[config.mk]
export PLATFORM = sky130hd
export DESIGN_NAME = prt_sequencer
export DESIGN_NICKNAME = d
export VERILOG_FILES = /design/src/rtl/prt_sequencer.sv
export SDC_FILE = /design/constraint.sdc
export NUM_CORES = 1
export LEC_CHECK = 0
export CORE_MARGIN = 4
export CORE_UTILIZATION = 40
export DETAILED_ROUTE_END_ITERATION = 7
export PLACE_DENSITY = 0.66
export REMOVE_ABC_BUFFERS = 1
export SYNTH_ARGS = -nofsm -noshare
export SYNTH_HDL_FRONTEND = slang
export SYNTH_SLANG_ARGS = --single-unit
[constraint.sdc]
create_clock -name clk -period 6.8 [get_ports clk]
set_input_delay 1.02 -clock clk [delete_from_list [all_inputs] [get_ports clk]]
set_output_delay 1.02 -clock clk [all_outputs]
set_load 0.02 [all_outputs]
[src/rtl/prt_sequencer.sv]
// Pulse-repetition sequencer driving the AD9914 update/pre-trigger/trigger strobes.
// Optional macro PRT_SEQ_BURST_EN adds burst_len and ends a run after that many frames.
module prt_sequencer #(
  parameter int UPD_W = 4,
  parameter int PRE_W = 4
) (
  input  logic        clk,
  input  logic        rst,
  input  logic        start,
  input  logic        stop,
  input  logic [31:0] prt_period,
  input  logic [15:0] pre_offset,
  input  logic [15:0] trig_offset,
  input  logic [15:0] trig_width,
  input  logic [7:0]  ct_interval,
`ifdef PRT_SEQ_BURST_EN
  input  logic [15:0] burst_len,
`endif
  output logic        ad9914_update_1,
  output logic        ad9914_update_2,
  output logic        ad9914_pre_trig_1,
  output logic        ad9914_trig_1,
  output logic        busy,
  output logic        cfg_err,
  output logic [15:0] prt_index,
  output logic        run_done
);

  // state | meaning
  // IDLE  | waiting for start; pending stop cleared
  // CHECK | one cycle: latch and validate config
  // RUN   | frames repeating, pos counts 0..prt_period-1
  typedef enum logic [1:0] {S_IDLE, S_CHECK, S_RUN} state_t;

  state_t      state;
  logic [31:0] pos, prt_l;
  logic [15:0] pre_l, trig_off_l, trig_w_l;
  logic [7:0]  ct_l, ct_cnt;
  logic        ct_hit, stop_pend;
`ifdef PRT_SEQ_BURST_EN
  logic [15:0] burst_rem;
`endif

  logic        cfg_ok, frame_end, run_end, new_frame, nxt_hit;
  logic        d_upd1, d_pre, d_trig;
  logic [31:0] nxt_pos;
  logic [7:0]  ct_src, cnt_cur, nxt_cnt;
  logic [15:0] cfg_pre, cfg_toff, cfg_tw;
  logic [32:0] q, pre33, toff33;

  always_comb begin
    cfg_ok = (33'(UPD_W) <= {17'd0, pre_offset})
          && ({17'd0, pre_offset} + 33'(PRE_W) <= {17'd0, trig_offset})
          && (trig_width != 16'd0)
          && ({17'd0, trig_offset} + {17'd0, trig_width} <= {1'b0, prt_period});
`ifdef PRT_SEQ_BURST_EN
    cfg_ok = cfg_ok && (burst_len != 16'd0);
`endif
    frame_end = (pos == prt_l - 32'd1);
    run_end   = frame_end && (stop_pend || stop);
`ifdef PRT_SEQ_BURST_EN
    run_end   = run_end || (frame_end && burst_rem == 16'd1);
`endif
    nxt_pos   = (state == S_RUN && !frame_end) ? pos + 32'd1 : 32'd0;
    new_frame = (state == S_CHECK) || (state == S_RUN && frame_end);

    // In CHECK the latched copies are not loaded yet, so decode from the inputs.
    cfg_pre  = (state == S_CHECK) ? pre_offset  : pre_l;
    cfg_toff = (state == S_CHECK) ? trig_offset : trig_off_l;
    cfg_tw   = (state == S_CHECK) ? trig_width  : trig_w_l;
    ct_src   = (state == S_CHECK) ? ct_interval : ct_l;
    cnt_cur  = (state == S_CHECK) ? 8'd0        : ct_cnt;

    nxt_hit = ct_hit;
    nxt_cnt = ct_cnt;
    if (new_frame) begin
      nxt_hit = (ct_src != 8'd0) && (cnt_cur == 8'd0);
      nxt_cnt = nxt_hit ? ct_src - 8'd1 : cnt_cur - 8'd1;
    end

    q      = {1'b0, nxt_pos};
    pre33  = {17'd0, cfg_pre};
    toff33 = {17'd0, cfg_toff};
    d_upd1 = q < 33'(UPD_W);
    d_pre  = (q >= pre33) && (q < pre33 + 33'(PRE_W));
    d_trig = (q >= toff33) && (q < toff33 + {17'd0, cfg_tw});
  end

  always_ff @(posedge clk or negedge rst) begin
    if (!rst) begin
      state             <= S_IDLE;
      pos               <= '0;
      prt_l             <= '0;
      pre_l             <= '0;
      trig_off_l        <= '0;
      trig_w_l          <= '0;
      ct_l              <= '0;
      ct_cnt            <= '0;
      ct_hit            <= 1'b0;
      stop_pend         <= 1'b0;
`ifdef PRT_SEQ_BURST_EN
      burst_rem         <= '0;
`endif
      ad9914_update_1   <= 1'b0;
      ad9914_update_2   <= 1'b0;
      ad9914_pre_trig_1 <= 1'b0;
      ad9914_trig_1     <= 1'b0;
      busy              <= 1'b0;
      cfg_err           <= 1'b0;
      prt_index         <= '0;
      run_done          <= 1'b0;
    end else begin
      run_done <= 1'b0;
      case (state)
        S_IDLE: begin
          stop_pend         <= 1'b0;
          ad9914_update_1   <= 1'b0;
          ad9914_update_2   <= 1'b0;
          ad9914_pre_trig_1 <= 1'b0;
          ad9914_trig_1     <= 1'b0;
          if (start && !stop) begin
            state <= S_CHECK;
            busy  <= 1'b1;
          end
        end
        S_CHECK: begin
          prt_l      <= prt_period;
          pre_l      <= pre_offset;
          trig_off_l <= trig_offset;
          trig_w_l   <= trig_width;
          ct_l       <= ct_interval;
          if (cfg_ok) begin
            state             <= S_RUN;
            cfg_err           <= 1'b0;
            prt_index         <= '0;
            pos               <= '0;
            ct_cnt            <= nxt_cnt;
            ct_hit            <= nxt_hit;
`ifdef PRT_SEQ_BURST_EN
            burst_rem         <= burst_len;
`endif
            ad9914_update_1   <= d_upd1;
            ad9914_update_2   <= d_upd1 && nxt_hit;
            ad9914_pre_trig_1 <= d_pre;
            ad9914_trig_1     <= d_trig;
          end else begin
            state   <= S_IDLE;
            cfg_err <= 1'b1;
            busy    <= 1'b0;
          end
        end
        S_RUN: begin
          if (stop) stop_pend <= 1'b1;
          if (frame_end) begin
            prt_index <= prt_index + 16'd1;
`ifdef PRT_SEQ_BURST_EN
            burst_rem <= burst_rem - 16'd1;
`endif
          end
          if (run_end) begin
            state             <= S_IDLE;
            busy              <= 1'b0;
            run_done          <= 1'b1;
            ad9914_update_1   <= 1'b0;
            ad9914_update_2   <= 1'b0;
            ad9914_pre_trig_1 <= 1'b0;
            ad9914_trig_1     <= 1'b0;
          end else begin
            pos               <= nxt_pos;
            ct_cnt            <= nxt_cnt;
            ct_hit            <= nxt_hit;
            ad9914_update_1   <= d_upd1;
            ad9914_update_2   <= d_upd1 && nxt_hit;
            ad9914_pre_trig_1 <= d_pre;
            ad9914_trig_1     <= d_trig;
          end
        end
        default: state <= S_IDLE;
      endcase
    end
  end

endmodule

# == Word level (Yosys, flattened, before mapping) ==
# Index checks and enable logic that the tools add are counted.
# totals
register_bits,155
latch_bits,0
ram_bits,0
rom_bits,0
input_bits,92
out_inout_bits,23
elab_cells,119
mem_count,0
# op_classes
n_addsub,9
multipliers,0
div_mod_pow,0
n_lt_le_gt_ge,8
n_eq_ne,10
shift,0
muxes,46
n_bitwise,0
n_reduce_logical,28
# ops
op,n
two-way mux 32 bit,3
two-way mux 16 bit,5
greater-or-equal comparator 32 x 16 -> 1 bit,2
less-than comparator 32 x 17 -> 1 bit,2
one-hot mux 32 bit (2 select lines),1
two-way mux 8 bit,6
adder 16 x 16 -> 17 bit,2
adder 16 x 3 -> 17 bit (second input constant),2
adder 32 x 1 -> 32 bit (second input constant),1
equality test 32 bit,1
<= comparator 17 x 32 -> 1 bit,1
less-than comparator 32 x 3 -> 1 bit (second input constant),1
one-hot mux 16 bit (2 select lines),1
subtractor 32 x 1 -> 32 bit (second input constant),1
two-way mux 1 bit,18
<= comparator 17 x 16 -> 1 bit,1
adder 16 x 1 -> 16 bit (second input constant),1
<= comparator 3 x 16 -> 1 bit (first input constant),1
one-hot mux 8 bit (2 select lines),1
nonzero test 16 bit,1
subtractor 8 x 1 -> 8 bit (second input constant),2
one-hot mux 1 bit (3 select lines),5
inequality test 2 bit (second input constant),7
logical AND 1 bit,11
15 further kinds,24

# == Longest topological paths before layout ==
# Gate-level depths: netlist of the first run.
# logic_depth
word_depth,9
depth_mapped,30
mapped_depth_nobuf,24

# == Worst setup path before layout of the first run ==
# No wires, ideal clock.
# synth_path
kind,reg-to-reg
startpoint,reg state[1]
endpoint,reg ad9914_trig_1
setup_time_ns,0.067
t_arrival_ns,6.354
t_required_ns,6.733
path_slack_ns,0.379
path_stages_with_launch,30
path_buffers,6
period_less_slack_ns,6.421
cell_sequence,dfrtp_1 inv_1 ha_1 clkbuf_1 buf_1 buf_1 clkbuf_1 clkbuf_1 buf_1 mux2i_1 inv_1 fa_1 a21o_1 a21oi_1 o21bai_1 a21oi_1 nor2_1 o2111ai_1 a31oi_1 a311o_1 xnor2_1 ha_1 nand4_1 nor2_1 a221oi_1 o21ai_0 nor2_1 o21ai_0 o21ai_0 a32o_1
# synth_via
elab_chain_len,7
elab_cells_between_ends,17
cone_classes,1 x add/sub; 2 x order compare; 3 x eq/ne; 6 x mux; 5 x reduce/logical
# synth_rtl
item,line,source
start: declaration,35,state_t state;
start signal: assignment,91,state <= S_IDLE;
start signal: assignment,122,state <= S_CHECK;
start signal: assignment,133,state <= S_RUN;
equality test 2 x 1 -> 1 bit (*),69,cfg_toff = (state == S_CHECK) ? trig_offset : trig_off_l;
two-way mux 16 bit (*),69,
named net cfg_toff[1],48,"logic [15:0] cfg_pre, cfg_toff, cfg_tw;"
adder 16 x 16 -> 17 bit,86,"d_trig = (q >= toff33) && (q < toff33 + {17'd0, cfg_tw});"
less-than comparator 32 x 17 -> 1 bit,86,
logical AND 1 bit (*),86,
two-way mux 1 bit (on tied branches),"160, 132",
one-hot mux 1 bit (3 select lines) (*),114,case (state)
end signal: assignment,145,ad9914_trig_1 <= d_trig;
end signal: assignment,175,ad9914_trig_1 <= d_trig;
end: declaration,22,"output logic ad9914_trig_1,"
# Mark *: on every way through the listed nets, which the timed path passes. The rest lies on a longest branch. The select of a mux whose other input is x is not followed.
# A chain may end at the register's enable or synchronous reset.

# == Worst setup path in the final report of the first run ==
# layout_path
startpoint,in trig_offset[0]
endpoint,reg prt_index[11]
# layout_via
elab_chain_len,6
elab_cells_between_ends,8
cone_classes,1 x add/sub; 2 x order compare; 1 x eq/ne; 4 x reduce/logical
# layout_rtl
item,line,source
start: declaration,13,"input logic [15:0] trig_offset,"
"parallel branches: the longest is 3 deep, another holds <= comparator 17 x 32 -> 1 bit",--,
logical AND 1 bit (*),55,"&& ({17'd0, trig_offset} + {17'd0, trig_width} <= {1'b0, prt_period});"
inequality test 2 bit (no line) (*),--,
AND reduction 3 bit (no line) (*),--,
end signal: assignment,155,prt_index <= prt_index + 16'd1;
end: declaration,25,"output logic [15:0] prt_index,"
# Every way passes the cells marked *.

==> results.cfg, run 1 <==
[pwr]
switching_share_pct = 42.90
p_int_w = 0.003082
ir_worst_vdd_mv = 0.1823
power_leakage_nw = 6.534
pwr-share-comb_pct = 54.5
seqPwrFrac_pct = 27.6
finalPower_w = 0.005398
pwr-share-clk_pct = 17.9
net-switching-power_w = 0.002316
power_density_mw_per_mm2 = 363.7

[route]
num_vias = 11080
ant_nets = 0
dr.pass1.iters = 5
first_iter_violations = 818
drc = 0
drt_wl_total_mm = 35.78
vias_per_cell = 5.707
detail_route.wl_per_cell_um = 18.43

[logic_synthesis]
synthSimpleGateAreaFrac_pct = 19.44
synth_fa_ha_area_share_pct = 14.09
synth_compound_area_share_pct = 14.80
ys_seq_elements = 155
synth-edff-count = 0
yosys.cell_types.count = 72
async_flop_share_pct = 100.0
yosysTopAreaCellShare_pct = 30.51
syn_inst = 1440
synthTopCellsByArea = dfrtp_1 (31%), ha_1 (14%), xnor2_1 (5.3%), mux2_2 (5.1%), nand2_1 (3.3%)
synth_area_per_cell_um2 = 8.828
yosysTopAreaCell = dfrtp_1
yosysSeqAreaShare_pct = 30.51
synthFlopType = dfrtp_1
synthXorXnorAreaFrac_pct = 7.717
yosysWarnings = 0
syn_area_mm2 = 0.01271
synth.area.mux_share_pct = 8.366
synth_top_family_by_area = simple AND/OR/NAND/NOR gates

[floorplan]
start_util_pct = 40.39
die_x_um = 186.3
ioPinCount = 115
die_y_um = 186.3
die_area_mm2 = 0.03470
core_mm2 = 0.03147
rows = 65

[global_route]
overflow = 0
grt_antenna_before_repair = 0
grt_usage_pct = 20.88
grt_pass1_vias = 11010
grt_pass1_wl_mm = 58.48
grt_max_degree = 79

[clocking]
hold_buffers = 0
clk_pin_slew_ns = 0.07
cts_buffer_depth = 2
clock_sinks = 155
htree_levels = 4
cts_tree = built
clk_latency_ns = 0.44
root_buffer = clkbuf_16
cts_buffers = 17

[setup_path]
cpMaxStageDelayCell = clkdlybuf4s50_1
cp-start-kind = input port
r2r-end = ad9914_trig_1$_DFFE_PN0P_
crit_required_ns = 7.17
crit_top_cell = a21oi_1
r2r_start = prt_l[0]$_DFFE_PN0P_
crit_family = compound AO/OA/AOI/OAI gates
crit_chain = clkdlybuf4s50_1, ha_1, fa_1, a21o_1, a21oi_1, o21bai_1, a21oi_1, o21bai_1, a41o_1, o41ai_1, nor2_1, a211oi_1, xnor2_1, ha_1, nand4_1, nor4_1, a311o_1, nand3_1, a21boi_1, or3_1, or4_1, a21oi_1
reg2reg_setup_slack_ns = 0.67
endpoint_kind = flop
max_stage_delay_ns = 0.50
cp.arrival_ns = 6.71
crit_buf_inv = 1
path_max_fanout = 7
reg2reg_depth = 20
path_class = in2reg

[layout]
final_cell_mix = dfrtp_1 (155), ha_1 (139), nand2_1 (113), clkdlybuf4s50_1 (113), inv_1 (109)
fin_util_pct = 47.16
drive_above_1_share_pct = 7.797
fin_area_mm2 = 0.01484
final_common_cell = dfrtp_1
area_growth_pct = 16.75
diodes = 0
final_nets = 1761

[sta]
setup_violations = 0
period_minus_slack_ns = 6.346
rsz0062_at_grt = false
fmax_mhz = 157.6
fin_skew_ns = 0.01635
hold_viol = 0
finalCritPeriodShare_pct = 93.32
report.final.slew_viol_count = 0
worst_pin_slew_ns = 1.031
fin_ws_ns = 0.4542
max-slew-margin-rel_pct = 31.27
finalSetupTns_ns = 0

[hold_path]
hold_end = trig_w_l[4]$_DFF_PN0_
whs_path_depth = 1
holdCritPathClass = reg2reg
hp-start = trig_w_l[4]$_DFF_PN0_

[placement]
hpwlAfterDp_mm = 28.34
placed_cell_area_mm2 = 0.01424
dp_slack_ns = -0.1514
io_buffers = 114
place.gp.congestion = 0.8935

[outcome]
status = completed

[run]
drv_cap = 0
sequential cells by signal (all words and copies together), names as in the netlist, 2 cells and up:
| signal | cells |
|---|---|
| pre_l | 16 |
| prt_index | 16 |
| pos | 32 |
| prt_l | 32 |
| state | 2 |
| trig_off_l | 16 |
| trig_w_l | 16 |
| ct_cnt | 8 |
| ct_l | 8 |
how the worst max path moves through the flow:
stage	from	end	slack (ns)	depth (start not counted)
2_1_floorplan	state[1]$_DFFE_PN0P_	ad9914_trig_1$_DFFE_PN0P_	-0.27	23
3_3_place_gp	trig_offset[0]	prt_index[12]$_DFFE_PN0P_	0.04	23
3_5_place_dp	trig_offset[0]	prt_index[12]$_DFFE_PN0P_	-0.15	23
4_1_cts	trig_offset[0]	prt_index[12]$_DFFE_PN0P_	0.30	23
5_1_grt	trig_offset[0]	prt_index[15]$_DFFE_PN0P_	0.04	22
6_report	trig_offset[0]	prt_index[11]$_DFFE_PN0P_	0.45	22
cells by family after synthesis:
group | count (synthesis)
adders and majority gates | 142
AOI/OAI and AO/OA | 289
buffers and inverters | 169
xor gates and xnor gates | 112
DFF | 155
muxes | 99
and+or+nand+nor | 474
repair_timing:
| action | CTS | global route |
|---|---|---|
| endpoints found under the setup margin | 0 | 11 |
| buffers inserted | 0 | 1 |
| endpoints found under the hold margin | 0 | 0 |
| gates resized for setup | 0 | 1 |
through the flow:
stage                     hold slack (ns)  cells
after CTS                          0.5092   1940
final                              0.5054   1941
after global placement             0.4785   1909
after detailed placement           0.4926   1909
after floorplan                    0.4529   1380
after global routing               0.5185   1941
layer usage:
layer | vias to the layer above | global-route usage, % | part of all wire (%)
met2 | 284 | 34.73 | 48
met5 | - | 0 | 0
met1 | 5354 | 28.96 | 46
met4 | 0 | 4.809 | 1.6
met3 | 44 | 2.995 | 4.5
li1 | 5396 | - | -
Yosys cell counts, types with 29 or more instances:
cell type and n:
inv_1 109, ha_1 140, nand4_1 29, dfrtp_1 155, mux2i_1 41, clkbuf_1 48
xnor2_1 77, nor4_1 32, o21ai_0 69, nand3_1 44, nor2_1 86, a21oi_1 77
nand2_1 113, nor3_1 33, xor2_1 35, mux2_2 58
power groups by stage:
stage               clock, W  combinational [W]  sequential, W
global placement           0            0.00282        0.00148
finish              0.000969            0.00294        0.00149
CTS                 0.000981            0.00294        0.00148
detailed placement         0            0.00291        0.00149
global route         0.00103            0.00330        0.00153
floorplan                  0            0.00222        0.00142
cell type report:
type | instances | area (um^2)
Clock buffer | 20 | 446.7
Clock inverter | 11 | 135.1
Fill cell | 2964 | 16630
Inverter | 109 | 409.1
Multi-Input combinational cell | 1116 | 8222
Sequential cell | 155 | 3879
Tap cell | 402 | 503.0
Timing Repair Buffer | 128 | 1247
Note: power is estimated with default switching activity, not from simulation.
==> run 2, diff against run 1 <==
GPL_TIMING_DRIVEN = 1   (was unset)
==> results of run 2 <==
No change in the layout: final DEF, timing and power equal those of run 1.
